<file path="config.mk">
export PLATFORM = sky130hd
export DESIGN_NAME = bram_port_arbiter_flat
export DESIGN_NICKNAME = d
export VERILOG_FILES = /design/src/rtl/bram_port_arbiter_if.sv /design/src/rtl/bram_port_arbiter.sv /design/src/flat_wrapper.sv
export SDC_FILE = /design/constraint.sdc
export NUM_CORES = 1
export LEC_CHECK = 0
export ABC_AREA = 1
export CAP_MARGIN = 10
export CORE_ASPECT_RATIO = 2
export CORE_MARGIN = 8
export CORE_UTILIZATION = 40
export CTS_CLUSTER_SIZE = 12
export DETAILED_ROUTE_END_ITERATION = 10
export PLACE_DENSITY = 0.95
export RECOVER_POWER = 100
export SYNTH_ARGS = -nofsm -noshare
export SYNTH_HDL_FRONTEND = slang
export SYNTH_SLANG_ARGS = --single-unit
</file>
<file path="constraint.sdc">
create_clock -name clk -period 2.6 [get_ports clk]
set_clock_uncertainty 0.05 [all_clocks]
set_input_delay 0.26 -clock clk [delete_from_list [all_inputs] [get_ports clk]]
set_output_delay 0.26 -clock clk [all_outputs]
set_load 0.03 [all_outputs]
</file>
<file path="src/rtl/bram_port_arbiter_if.sv">
// Bundle of requester handshakes and BRAM pins shared by the two-port BRAM arbiter.
// The master side is the requesters plus the BRAM; the slave side is the arbiter.
interface bram_port_arbiter_if #(
    parameter int DATA_WIDTH = 8,
    parameter int ADDR_WIDTH = 12
);
    logic                  req0, req1;
    logic                  we0, we1;
    logic [ADDR_WIDTH-1:0] addr0, addr1;
    logic [DATA_WIDTH-1:0] wdata0, wdata1;
    logic                  lock0, lock1;
    logic                  gnt0, gnt1;
    logic                  rvalid0, rvalid1;
    logic [DATA_WIDTH-1:0] rdata0, rdata1;
    logic                  err0, err1;
    logic                  en;
    logic                  write_enable;
    logic [ADDR_WIDTH-1:0] addr;
    logic [DATA_WIDTH-1:0] to_BRAM;
    logic [DATA_WIDTH-1:0] from_BRAM;

    modport master (
        output req0, req1, we0, we1, addr0, addr1, wdata0, wdata1, lock0, lock1,
        input  gnt0, gnt1, rvalid0, rvalid1, rdata0, rdata1, err0, err1,
        input  en, write_enable, addr, to_BRAM,
        output from_BRAM
    );

    modport slave (
        input  req0, req1, we0, we1, addr0, addr1, wdata0, wdata1, lock0, lock1,
        output gnt0, gnt1, rvalid0, rvalid1, rdata0, rdata1, err0, err1,
        output en, write_enable, addr, to_BRAM,
        input  from_BRAM
    );
endinterface

</file>
<file path="src/rtl/bram_port_arbiter.sv">
// Two-port round-robin arbiter in front of a single-port BRAM, with burst lock and read return routing.
// Define BRAM_ARB_FIXED_PRIO_EN to make port 0 win every unlocked contention.
module bram_port_arbiter #(
    parameter int DATA_WIDTH = 8,
    parameter int ADDR_WIDTH = 12,
    parameter int SIZE       = 4096
) (
    input logic clk,
    input logic rst,
    bram_port_arbiter_if.slave bus
);
    localparam logic [1:0] OWN_NONE = 2'd0;
    localparam logic [1:0] OWN_P0   = 2'd1;
    localparam logic [1:0] OWN_P1   = 2'd2;
    localparam logic [ADDR_WIDTH:0] SIZE_LIM = SIZE[ADDR_WIDTH:0];

    logic [1:0]            owner;
`ifndef BRAM_ARB_FIXED_PRIO_EN
    logic                  last_grant;
`endif
    logic                  gnt0_c, gnt1_c;
    logic                  granted, sel;
    logic                  sel_we, sel_lock, in_range;
    logic [ADDR_WIDTH-1:0] sel_addr;
    logic [DATA_WIDTH-1:0] sel_wdata;
    logic                  s1_valid, s1_port, s1_rd, s1_err;
    logic                  s2_valid, s2_port, s2_rd, s2_err;
    logic                  rv0, rv1;

    // A locked owner that still requests beats everyone; otherwise the port not granted last wins.
    always_comb begin
        gnt0_c = 1'b0;
        gnt1_c = 1'b0;
        if (!rst) begin
            if (owner == OWN_P0 && bus.req0) begin
                gnt0_c = 1'b1;
            end else if (owner == OWN_P1 && bus.req1) begin
                gnt1_c = 1'b1;
            end else if (bus.req0 && bus.req1) begin
`ifdef BRAM_ARB_FIXED_PRIO_EN
                gnt0_c = 1'b1;
`else
                if (last_grant) gnt0_c = 1'b1;
                else            gnt1_c = 1'b1;
`endif
            end else begin
                gnt0_c = bus.req0;
                gnt1_c = bus.req1;
            end
        end
    end

    assign bus.gnt0  = gnt0_c;
    assign bus.gnt1  = gnt1_c;
    assign granted   = gnt0_c | gnt1_c;
    assign sel       = gnt1_c;
    assign sel_we    = sel ? bus.we1    : bus.we0;
    assign sel_lock  = sel ? bus.lock1  : bus.lock0;
    assign sel_addr  = sel ? bus.addr1  : bus.addr0;
    assign sel_wdata = sel ? bus.wdata1 : bus.wdata0;
    assign in_range  = {1'b0, sel_addr} < SIZE_LIM;

    // Out-of-range beats are still accepted but never reach the BRAM pins.
    always_ff @(posedge clk) begin
        if (rst) begin
            bus.en           <= 1'b0;
            bus.write_enable <= 1'b0;
            bus.addr         <= '0;
            bus.to_BRAM      <= '0;
            owner            <= OWN_NONE;
`ifndef BRAM_ARB_FIXED_PRIO_EN
            last_grant       <= 1'b1;
`endif
        end else if (granted) begin
            bus.en           <= in_range;
            bus.write_enable <= sel_we & in_range;
            bus.addr         <= sel_addr;
            bus.to_BRAM      <= sel_wdata;
            owner            <= sel_lock ? (sel ? OWN_P1 : OWN_P0) : OWN_NONE;
`ifndef BRAM_ARB_FIXED_PRIO_EN
            last_grant       <= sel;
`endif
        end else begin
            bus.en           <= 1'b0;
            bus.write_enable <= 1'b0;
            owner            <= OWN_NONE;
        end
    end

    // Two-stage tag pipeline lines each read or error up with the BRAM's one-cycle read latency.
    always_ff @(posedge clk) begin
        if (rst) begin
            s1_valid <= 1'b0;
            s1_port  <= 1'b0;
            s1_rd    <= 1'b0;
            s1_err   <= 1'b0;
            s2_valid <= 1'b0;
            s2_port  <= 1'b0;
            s2_rd    <= 1'b0;
            s2_err   <= 1'b0;
        end else begin
            s1_valid <= granted & (~sel_we | ~in_range);
            s1_port  <= sel;
            s1_rd    <= ~sel_we;
            s1_err   <= ~in_range;
            s2_valid <= s1_valid;
            s2_port  <= s1_port;
            s2_rd    <= s1_rd;
            s2_err   <= s1_err;
        end
    end

    always_comb begin
        rv0         = s2_valid & s2_rd & ~s2_port;
        rv1         = s2_valid & s2_rd &  s2_port;
        bus.rvalid0 = rv0;
        bus.rvalid1 = rv1;
        bus.err0    = s2_valid & s2_err & ~s2_port;
        bus.err1    = s2_valid & s2_err &  s2_port;
        bus.rdata0  = (rv0 && !s2_err) ? bus.from_BRAM : '0;
        bus.rdata1  = (rv1 && !s2_err) ? bus.from_BRAM : '0;
    end
endmodule

</file>
<file path="src/flat_wrapper.sv">
// flat-port wrapper written by rule: the top's interface ports become plain ports
module bram_port_arbiter_flat 
#(
    parameter int DATA_WIDTH = 8,
    parameter int ADDR_WIDTH = 12,
    parameter int SIZE       = 4096
)
  (clk, rst, bus_req0, bus_req1, bus_we0, bus_we1, bus_addr0, bus_addr1, bus_wdata0, bus_wdata1, bus_lock0, bus_lock1, bus_gnt0, bus_gnt1, bus_rvalid0, bus_rvalid1, bus_rdata0, bus_rdata1, bus_err0, bus_err1, bus_en, bus_write_enable, bus_addr, bus_to_BRAM, bus_from_BRAM);
  bram_port_arbiter_if #(.DATA_WIDTH(DATA_WIDTH), .ADDR_WIDTH(ADDR_WIDTH)) bus_i ();
  input logic clk;
  input logic rst;
  input wire logic [$bits(bus_i.req0)-1:0] bus_req0;
  input wire logic [$bits(bus_i.req1)-1:0] bus_req1;
  input wire logic [$bits(bus_i.we0)-1:0] bus_we0;
  input wire logic [$bits(bus_i.we1)-1:0] bus_we1;
  input wire logic [$bits(bus_i.addr0)-1:0] bus_addr0;
  input wire logic [$bits(bus_i.addr1)-1:0] bus_addr1;
  input wire logic [$bits(bus_i.wdata0)-1:0] bus_wdata0;
  input wire logic [$bits(bus_i.wdata1)-1:0] bus_wdata1;
  input wire logic [$bits(bus_i.lock0)-1:0] bus_lock0;
  input wire logic [$bits(bus_i.lock1)-1:0] bus_lock1;
  output wire logic [$bits(bus_i.gnt0)-1:0] bus_gnt0;
  output wire logic [$bits(bus_i.gnt1)-1:0] bus_gnt1;
  output wire logic [$bits(bus_i.rvalid0)-1:0] bus_rvalid0;
  output wire logic [$bits(bus_i.rvalid1)-1:0] bus_rvalid1;
  output wire logic [$bits(bus_i.rdata0)-1:0] bus_rdata0;
  output wire logic [$bits(bus_i.rdata1)-1:0] bus_rdata1;
  output wire logic [$bits(bus_i.err0)-1:0] bus_err0;
  output wire logic [$bits(bus_i.err1)-1:0] bus_err1;
  output wire logic [$bits(bus_i.en)-1:0] bus_en;
  output wire logic [$bits(bus_i.write_enable)-1:0] bus_write_enable;
  output wire logic [$bits(bus_i.addr)-1:0] bus_addr;
  output wire logic [$bits(bus_i.to_BRAM)-1:0] bus_to_BRAM;
  input wire logic [$bits(bus_i.from_BRAM)-1:0] bus_from_BRAM;
  assign bus_i.req0 = bus_req0;
  assign bus_i.req1 = bus_req1;
  assign bus_i.we0 = bus_we0;
  assign bus_i.we1 = bus_we1;
  assign bus_i.addr0 = bus_addr0;
  assign bus_i.addr1 = bus_addr1;
  assign bus_i.wdata0 = bus_wdata0;
  assign bus_i.wdata1 = bus_wdata1;
  assign bus_i.lock0 = bus_lock0;
  assign bus_i.lock1 = bus_lock1;
  assign bus_gnt0 = bus_i.gnt0;
  assign bus_gnt1 = bus_i.gnt1;
  assign bus_rvalid0 = bus_i.rvalid0;
  assign bus_rvalid1 = bus_i.rvalid1;
  assign bus_rdata0 = bus_i.rdata0;
  assign bus_rdata1 = bus_i.rdata1;
  assign bus_err0 = bus_i.err0;
  assign bus_err1 = bus_i.err1;
  assign bus_en = bus_i.en;
  assign bus_write_enable = bus_i.write_enable;
  assign bus_addr = bus_i.addr;
  assign bus_to_BRAM = bus_i.to_BRAM;
  assign bus_i.from_BRAM = bus_from_BRAM;
  bram_port_arbiter #(.DATA_WIDTH(DATA_WIDTH), .ADDR_WIDTH(ADDR_WIDTH), .SIZE(SIZE)) u_core (.clk(clk), .rst(rst), .bus(bus_i));
endmodule
</file>
# After elaboration in Yosys (flattened, before gate mapping)
# Cells that the tools add are included.
[word_totals] input_bits=56 ff_bits=31 elab_cells=46
[op_classes] n_mux=18 n_bitwise=9 eq_ne=2 n_reduce_logical=5
[op_table] op="$mux W8" count=3
[op_table] op="$mux W1" count=13
[op_table] op="$mux W12" count=1
[op_table] op="$and A1 B1 Y1" count=4
[op_table] op="$not A1 Y1" count=4
[op_table] op="$logic_and A1 B1 Y1" count=3
[op_table] op="$reduce_or A3 Y1" count=1
[op_table] op="$eq A2 B1 Y1 const B" count=1
[op_table] op="$eq A2 B2 Y1 const B" count=1
[op_table] op="$mux W2" count=1
[op_table] op="$reduce_or A2 Y1" count=1
[op_table] op="$or A1 B1 Y1" count=1

# Longest topological paths before layout
# Gate-level depths: netlist of run 1.
[logic_depth] depth_word=8 ltp_mapped=9 mapped_depth_nobuf=9

# Worst setup path after synthesis of run 1
# No wires, ideal clock.
[synth_timing] path_kind="register to output" start="register u_core.s2_rd" end="output bus_rdata0[0]" stages_incl_launch_ff=5 arrival_ns=1.826 setup_slack_ns=0.464 t_required_ns=2.290 path_buffers=0 path_cell_list="dfxtp_1 > inv_1 > nor3_1 > inv_1 > nor2_1"
[synth_via] elab_chain_len=3
[synth_lines] element="from (decl)" line="bram_port_arbiter.sv:27" text="logic s2_valid, s2_port, s2_rd, s2_err;"
[synth_lines] element="from (signal assigned)" line="bram_port_arbiter.sv:108" text="s2_rd <= s1_rd;"
[synth_lines] element="$and A1 B1 Y1 (2 in a row)" line="bram_port_arbiter.sv:114" text="rv0 = s2_valid & s2_rd & ~s2_port;"
[synth_lines] element="via bus_rvalid0" line="flat_wrapper.sv:24" text="output wire logic [$bits(bus_i.rvalid0)-1:0] bus_rvalid0;"
[synth_lines] element="$mux W8" line="bram_port_arbiter.sv:120" text="bus.rdata0 = (rv0 && !s2_err) ? bus.from_BRAM : '0;"
[synth_lines] element="to (decl)" line="flat_wrapper.sv:26" text="output wire logic [$bits(bus_i.rdata0)-1:0] bus_rdata0;"
# The timed path passes the listed nets, and every way through them passes these cells.

# Worst setup path after layout of run 1
[layout_timing] start="input rst" end="output bus_gnt1"
[layout_via] elab_chain_len=1
[layout_lines] element="from (decl)" line="flat_wrapper.sv:11" text="input logic rst;"
[layout_lines] element="$mux W1" line="bram_port_arbiter.sv:34" text="if (!rst) begin"
[layout_lines] element="to (decl)" line="flat_wrapper.sv:23" text="output wire logic [$bits(bus_i.gnt1)-1:0] bus_gnt1;"
# No other way between the ends.

==> results.py, run 1 <==
metrics = {
    "run_status": {
        "status": "completed",
    },
    "routing": {
        "routedWlPerCell_microns": 14.3,
        "wl_met2_microns": 3110,
        "topRoutingLayerUsed": "met4",
        "drt-pass1-iter-count": 4,
        "via_count": 1880,
        "ant_nets": 0,
        "viasPerCell": 4.86,
        "wl_met1_microns": 1950,
        "wl_microns": 5550,
        "wl_met3_microns": 289,
        "drtIter0Drc": 56,
        "drc_errors": 0,
    },
    "global_route": {
        "grt-ovfl-total": 0,
        "grt_usage": 0.174,
        "grt_max_degree": 31,
        "grt_pass1_wl_microns": 8840,
        "antenna_found_initial": 0,
        "grt_pass1_vias": 1946,
    },
    "logic_synthesis": {
        "synth_top_cell_by_area": "dfxtp_1",
        "yosysMostFrequentCell": "nand2_1",
        "synthDistinctLibCells": 22,
        "synth.cell_area_sq_um": 1670,
        "ys_seq_elements": 31,
        "ys.flop_type": "dfxtp_1",
        "synth_edf_count": 0,
        "netlist_instances": 241,
        "synth.top_cell.area_share": 0.372,
        "ys_warn_count": 0,
        "syn_avg_cell_area_sq_um": 6.92,
        "synth_seq_area_share": 0.372,
        "yosys-top-cells-area": "dfxtp_1 (37%), nand2_1 (16%), nand4_1 (7.5%), nand3_1 (6.6%), inv_1 (6.1%)",
        "netlist_top_cells_count": "nand2_1 (69), dfxtp_1 (31), inv_1 (27)",
        "async_reset_ff_frac": 0,
    },
    "critical_path": {
        "endpoint": "bus_gnt1",
        "crit_type": "input port to output port",
        "slowest_stage": "dlygate4sd3_1",
        "crit_path_max_incr_delay_ns": 0.59,
        "startpoint": "rst",
        "r2r-end": "u_core.bus.to_BRAM[7]$_SDFFE_PP0P_",
        "path_delay_family": "buffers and inverters",
        "rr_startpoint": "u_core.owner[0]$_SDFF_PP0_",
        "reg2regPathDepth": 7,
        "cp_cell_sequence": "dlygate4sd3_1, clkbuf_1, nor2_1, nand3_4, inv_2, clkbuf_2",
        "worst-path-max-fanout": 17,
        "crit_required_ns": 2.29,
        "crit_arrival_ns": 2.00,
        "crit_buf_inv": 4,
        "cp-start-kind": "input port",
        "end_kind": "output port",
        "path_depth": 6,
        "regToRegSetupSlack_ns": 0.61,
    },
    "clock_network": {
        "cts_tree": "built",
        "holdBufCountCts": 0,
        "clkTransAtPathRegs_ns": 0.06,
        "h-tree-depth": 2,
        "cts_buffers": 5,
        "cts_resized": 0,
        "cts_buffer_depth": 2,
        "postCtsSetupRepairBufs": 0,
        "clk-insertion-delay-late_ns": 0.27,
        "cts_num_sinks": 31,
        "cts_root_buf": "clkbuf_8",
    },
    "timing": {
        "worstMarginPinSlew_ns": 1.06,
        "rsz0062_at_grt": "no",
        "layout_setup_ws_ns": 0.292,
        "whs_ns": 0.356,
        "setup_viol": 0,
        "finalSetupTns_ns": 0,
        "hold_viol": 0,
        "min_period_over_period": 0.888,
        "fmax_mhz": 433,
        "slew_headroom": 0.292,
        "drv_slew": 0,
        "min_period_ns": 2.31,
    },
    "floorplan": {
        "start_util": 0.412,
        "die_area_sq_um": 6610,
        "ios": 100,
        "die_h_microns": 107,
        "die_w_microns": 61.6,
        "coreArea_sq_um": 4050,
        "num_rows": 33,
    },
    "power": {
        "p_leak_nw": 1.31,
        "power_density_nw_per_um2": 453,
        "ir_drop_uv": 351,
    },
    "place": {
        "placement.io_buffers": 97,
        "placedCellCount": 379,
        "dpl.hpwl_microns": 4320,
        "place_ws_ns": 0.460,
        "place_congestion": 0.753,
    },
    "layout": {
        "syn_to_final_growth_pct": 60.6,
        "drive_above_1_share": 0.0687,
        "nets": 390,
        "fin_cells": 387,
        "fillCellCount": 374,
        "antenna_cells": 0,
    },
    "flow_run": {
        "max_cap_violations": 0,
    },
    "min_path": {
        "hp-class": "flip-flop to flip-flop",
    },
}
==> per-layer routing <==
layer  vias up  track usage
li1        949            -
met1       843        0.164
met2        71        0.323
met3        17       0.0395
met4         0       0.0870
met5         -            0
==> placed cells by master, fill, tap and decap left out <==
master,count
nand3_2,1
clkbuf_1,3
clkdlybuf4s50_1,53
nand2_4,1
dlygate4sd3_1,43
buf_12,1
buf_4,5
nand4_1,20
a21oi_1,16
nand3_1,22
inv_1,28
conb_1,2
o21ai_0,1
inv_2,1
clkbuf_8,5
clkbuf_2,1
nand2_1,69
dfxtp_1,31
a31oi_2,1
nand3_4,1
nor2_1,23
nor3_1,1
a21oi_2,5
clkinv_2,1
==> logic make-up (layout without fill, tap and decap cells) <==
group	count (synthesis)	in the layout	synth area share
AO/OA/AOI/OAI	23	23	0.0991
buffers and inverters	48	141	0.147
flip-flops	31	31	0.372
other	1	2	0.00225
AND/OR/NAND/NOR	138	138	0.379
==> final cells by class <==
cell class / instances / area (sq um) / share of cell area
tap: 52 / 65.1 / 0.0243
timing repair buffer: 104 / 1030 / 0.384
inverter: 29 / 109 / 0.0407
sequential: 31 / 621 / 0.232
clock buffer: 7 / 76.3 / 0.0285
multi-input combinational: 163 / 773 / 0.289
clock inverter: 1 / 5.00 / 0.00187
==> sequential cells by signal (all words and copies together) (netlist names) <==
name / flops
u_core.bus.addr: 12
u_core.bus.to_BRAM: 8
u_core.owner: 2
u_core.bus.en: 1
u_core.bus.write_enable: 1
u_core.last_grant: 1
u_core.s1_port: 1
u_core.s1_rd: 1
u_core.s1_valid: 1
u_core.s2_port: 1
u_core.s2_rd: 1
u_core.s2_valid: 1
==> power by group <==
| part | switching [W] | leakage (nW) | internal [W] | total [W] |
|---|---|---|---|---|
| Combinational | 0.000185 | 1.01 | 0.000156 | 0.000341 |
| Clock | 0.000163 | 0.0422 | 0.000187 | 0.000351 |
| Sequential | 0.0000145 | 0.255 | 0.000507 | 0.000522 |
==> worst min path at each step <==
stage                               from                          to  slack [ns]  cells after the start
2_1_floorplan                  bus_lock1  u_core.owner[1]$_SDFF_PP0_        0.32                      2
3_3_place_gp     u_core.s1_rd$_SDFF_PP0_     u_core.s2_rd$_SDFF_PP0_        0.34                      2
3_5_place_dp     u_core.s1_rd$_SDFF_PP0_     u_core.s2_rd$_SDFF_PP0_        0.35                      2
4_1_cts        u_core.s1_port$_SDFF_PP0_   u_core.s2_port$_SDFF_PP0_        0.36                      2
5_1_grt        u_core.s1_port$_SDFF_PP0_   u_core.s2_port$_SDFF_PP0_        0.37                      2
6_report       u_core.s1_port$_SDFF_PP0_   u_core.s2_port$_SDFF_PP0_        0.36                      2
==> worst min-delay path, cell delays in order, from the launching register on <==
cell and delay [ns]:
dfxtp_1 0.30, inv_1 0.04, nor2_1 0.03
==> stage by stage <==
stage | total power, W | utilization | instance area [sq um]
2_1_floorplan | 0.000734 | - | 1670
4_1_cts | 0.00125 | 0.671 | 2710
3_3_place_gp | 0.000884 | 0.651 | 2630
6_report | 0.00121 | 0.661 | 2680
3_5_place_dp | 0.000893 | 0.651 | 2630
5_1_grt | 0.00128 | 0.661 | 2680
Power figures use the tool's default switching activity.
==> inputs of run 2 (changes only) <==
--- a/config.mk
+++ b/config.mk
@@ -10,8 +10,10 @@
 export CORE_ASPECT_RATIO = 2
 export CORE_MARGIN = 8
 export CORE_UTILIZATION = 40
+export CTS_CLUSTER_DIAMETER = 60
 export CTS_CLUSTER_SIZE = 12
 export DETAILED_ROUTE_END_ITERATION = 10
+export HOLD_SLACK_MARGIN = 0.03
 export PLACE_DENSITY = 0.95
 export RECOVER_POWER = 100
 export SYNTH_ARGS = -nofsm -noshare
==> results of run 2 <==
Same layout as run 1: the final DEF is identical, and so are final timing and power.
==> inputs of run 3 (changes only) <==
--- a/config.mk
+++ b/config.mk
@@ -11,8 +11,9 @@
 export CORE_MARGIN = 8
 export CORE_UTILIZATION = 40
 export CTS_CLUSTER_DIAMETER = 60
-export CTS_CLUSTER_SIZE = 12
+export CTS_CLUSTER_SIZE = 30
 export DETAILED_ROUTE_END_ITERATION = 10
+export GPL_ROUTABILITY_DRIVEN = 0
 export HOLD_SLACK_MARGIN = 0.03
 export PLACE_DENSITY = 0.95
 export RECOVER_POWER = 100
==> constraint.sdc (replaced) <==
create_clock -name clk -period 2.8 [get_ports clk]
set_clock_uncertainty 0.05 [all_clocks]
set_input_delay 0.28 -clock clk [delete_from_list [all_inputs] [get_ports clk]]
set_output_delay 0.28 -clock clk [all_outputs]
set_load 0.03 [all_outputs]
==> run 3 against run 2 <==
Core utilization grew 0.093 points. Sequential cell count is the same. Via count down 1.6%. Routed wire length fell by 1.1%. Critical endpoint unchanged.
==> results.py, run 3 (synthesis results as in run 1) <==
metrics = {
    "layout": {
        "largest_reg_flops": 12,
        "fillCellCount": 373,
        "nets": 389,
        "layout_commonest_cell": "nand2_1",
        "drive_above_1_share": 0.0751,
        "top_regs": "u_core.bus.addr x12, u_core.bus.to_BRAM x8, u_core.owner x2",
        "mostFrequentLayoutCells": "nand2_1 (69), clkdlybuf4s50_1 (54), dlygate4sd3_1 (42)",
        "top_register": "u_core.bus.addr",
        "fin_cells": 385,
        "seq_area_sq_um": 621,
        "multi_input_area_sq_um": 788,
        "syn_to_final_growth_pct": 60.8,
        "antenna_cells": 0,
    },
    "critical_path": {
        "regToRegSetupSlack_ns": 0.82,
        "path_depth": 8,
        "startpoint": "bus_req0",
        "slowest_stage": "clkdlybuf4s50_1",
        "end_kind": "output port",
        "endpoint": "bus_gnt1",
        "reg2regPathDepth": 7,
        "crit_type": "input port to output port",
        "r2r-end": "u_core.bus.addr[6]$_SDFFE_PP0P_",
        "crit_buf_inv": 5,
        "cp_cell_sequence": "clkdlybuf4s50_1, nand2_1, inv_1, nand2_4, buf_4, nand3_4, inv_1, buf_4",
        "worst-path-max-fanout": 46,
        "cp-start-kind": "input port",
        "crit_arrival_ns": 2.02,
        "rr_startpoint": "u_core.owner[0]$_SDFF_PP0_",
        "crit_path_max_incr_delay_ns": 0.47,
        "path_delay_family": "buffers and inverters",
        "crit_required_ns": 2.47,
    },
    "global_route": {
        "grt-ovfl-total": 0,
        "grt_max_degree": 47,
        "grt_pass1_wl_microns": 8710,
        "grt_usage": 0.171,
        "grt_pass1_vias": 1865,
        "antenna_found_initial": 0,
    },
    "timing": {
        "setup_viol": 0,
        "layout_setup_ws_ns": 0.445,
        "fmax_mhz": 425,
        "drv_slew": 0,
        "slew_headroom": 0.268,
        "hold_viol": 0,
        "rsz0062_at_grt": "no",
        "min_period_over_period": 0.841,
        "min_period_ns": 2.35,
        "worstMarginPinSlew_ns": 1.09,
        "finalSetupTns_ns": 0,
    },
    "floorplan": {
        "num_rows": 33,
        "coreArea_sq_um": 4050,
        "start_util": 0.412,
        "ios": 100,
        "die_w_microns": 61.6,
        "die_area_sq_um": 6610,
        "die_h_microns": 107,
    },
    "power": {
        "total_power_w": 0.00115,
        "combPwrFrac": 0.275,
        "power_density_nw_per_um2": 429,
        "ir_drop_uv": 383,
        "intPower_w": 0.000807,
        "p_leak_nw": 1.30,
        "pwr-share-clk": 0.305,
        "p_seq_frac": 0.420,
        "p_sw_frac": 0.298,
        "p_switching_w": 0.000342,
    },
    "routing": {
        "viasPerCell": 4.81,
        "wl_microns": 5490,
        "drtIter0Drc": 61,
        "routedWlPerCell_microns": 14.2,
        "ant_nets": 0,
        "drc_errors": 0,
        "via_count": 1850,
        "drt-pass1-iter-count": 4,
    },
    "place": {
        "placement.io_buffers": 97,
        "dpl.hpwl_microns": 4270,
        "place_ws_ns": 0.488,
        "placedCellCount": 378,
    },
    "clock_network": {
        "holdBufCountCts": 0,
        "cts_root_buf": "clkbuf_8",
        "clkTransAtPathRegs_ns": 0.06,
        "cts_buffer_depth": 2,
        "cts_tree": "built",
        "cts_num_sinks": 31,
        "clk-insertion-delay-late_ns": 0.27,
        "postCtsSetupRepairBufs": 0,
        "cts_buffers": 5,
        "h-tree-depth": 2,
        "cts_resized": 0,
    },
    "min_path": {
        "hp-class": "flip-flop to flip-flop",
    },
    "flow_run": {
        "max_cap_violations": 0,
    },
    "run_status": {
        "status": "completed",
    },
}
[run 3: power by group through the flow]
stage | Sequential [W] | Combinational (W) | Clock, W
5_1_grt | 0.000487 | 0.000343 | 0.000382
3_5_place_dp | 0.000494 | 0.000330 | 0
6_report | 0.000483 | 0.000316 | 0.000350
2_1_floorplan | 0.000537 | 0.000144 | 0
4_1_cts | 0.000484 | 0.000332 | 0.000362
3_3_place_gp | 0.000493 | 0.000324 | 0
[run 3: worst reg2reg max path, cell delays in order (launching register included)]
cell and delay, ns:
dfxtp_1 0.34, inv_1 0.04, nand2_1 0.09, nand2_4 0.06, buf_4 0.21, a31oi_2 0.82, nand2_1 0.16, a21oi_2 0.15
[run 3: layer usage]
metal  vias to the layer above  wire length (microns)  track usage
met5                         -                      0            0
met4                         0                    204       0.0870
met3                        15                    347       0.0467
met2                        65                   3050        0.304
met1                       818                   1880        0.168
li1                        952                      -            -
[run 3: per-stage QoR]
step | util | hold slack [ns] | instance area [sq um]
2_1_floorplan | - | 0.338 | 1670
3_3_place_gp | 0.646 | 0.340 | 2610
3_5_place_dp | 0.646 | 0.352 | 2610
4_1_cts | 0.667 | 0.360 | 2700
5_1_grt | 0.662 | 0.374 | 2680
6_report | 0.662 | 0.359 | 2680
[run 3: how the worst min path moves through the flow]
stage	start	to	cells past startpoint
2_1_floorplan	u_core.s1_port$_SDFF_PP0_	u_core.s2_port$_SDFF_PP0_	2
6_report	u_core.s1_port$_SDFF_PP0_	u_core.s2_port$_SDFF_PP0_	2
3_3_place_gp	u_core.s1_port$_SDFF_PP0_	u_core.s2_port$_SDFF_PP0_	2
4_1_cts	u_core.s1_valid$_SDFF_PP0_	u_core.s2_valid$_SDFF_PP0_	2
5_1_grt	u_core.s1_valid$_SDFF_PP0_	u_core.s2_valid$_SDFF_PP0_	2
3_5_place_dp	u_core.s1_valid$_SDFF_PP0_	u_core.s2_valid$_SDFF_PP0_	2
[run 3: layout make-up]
type,count,area share
multi-input cells,163,0.294
flip-flops and latches,31,0.232
clock inverters,1,0.00187
well taps,52,0.0243
inverters,29,0.0406
clock buffers,6,0.0308
repair buffers,103,0.377
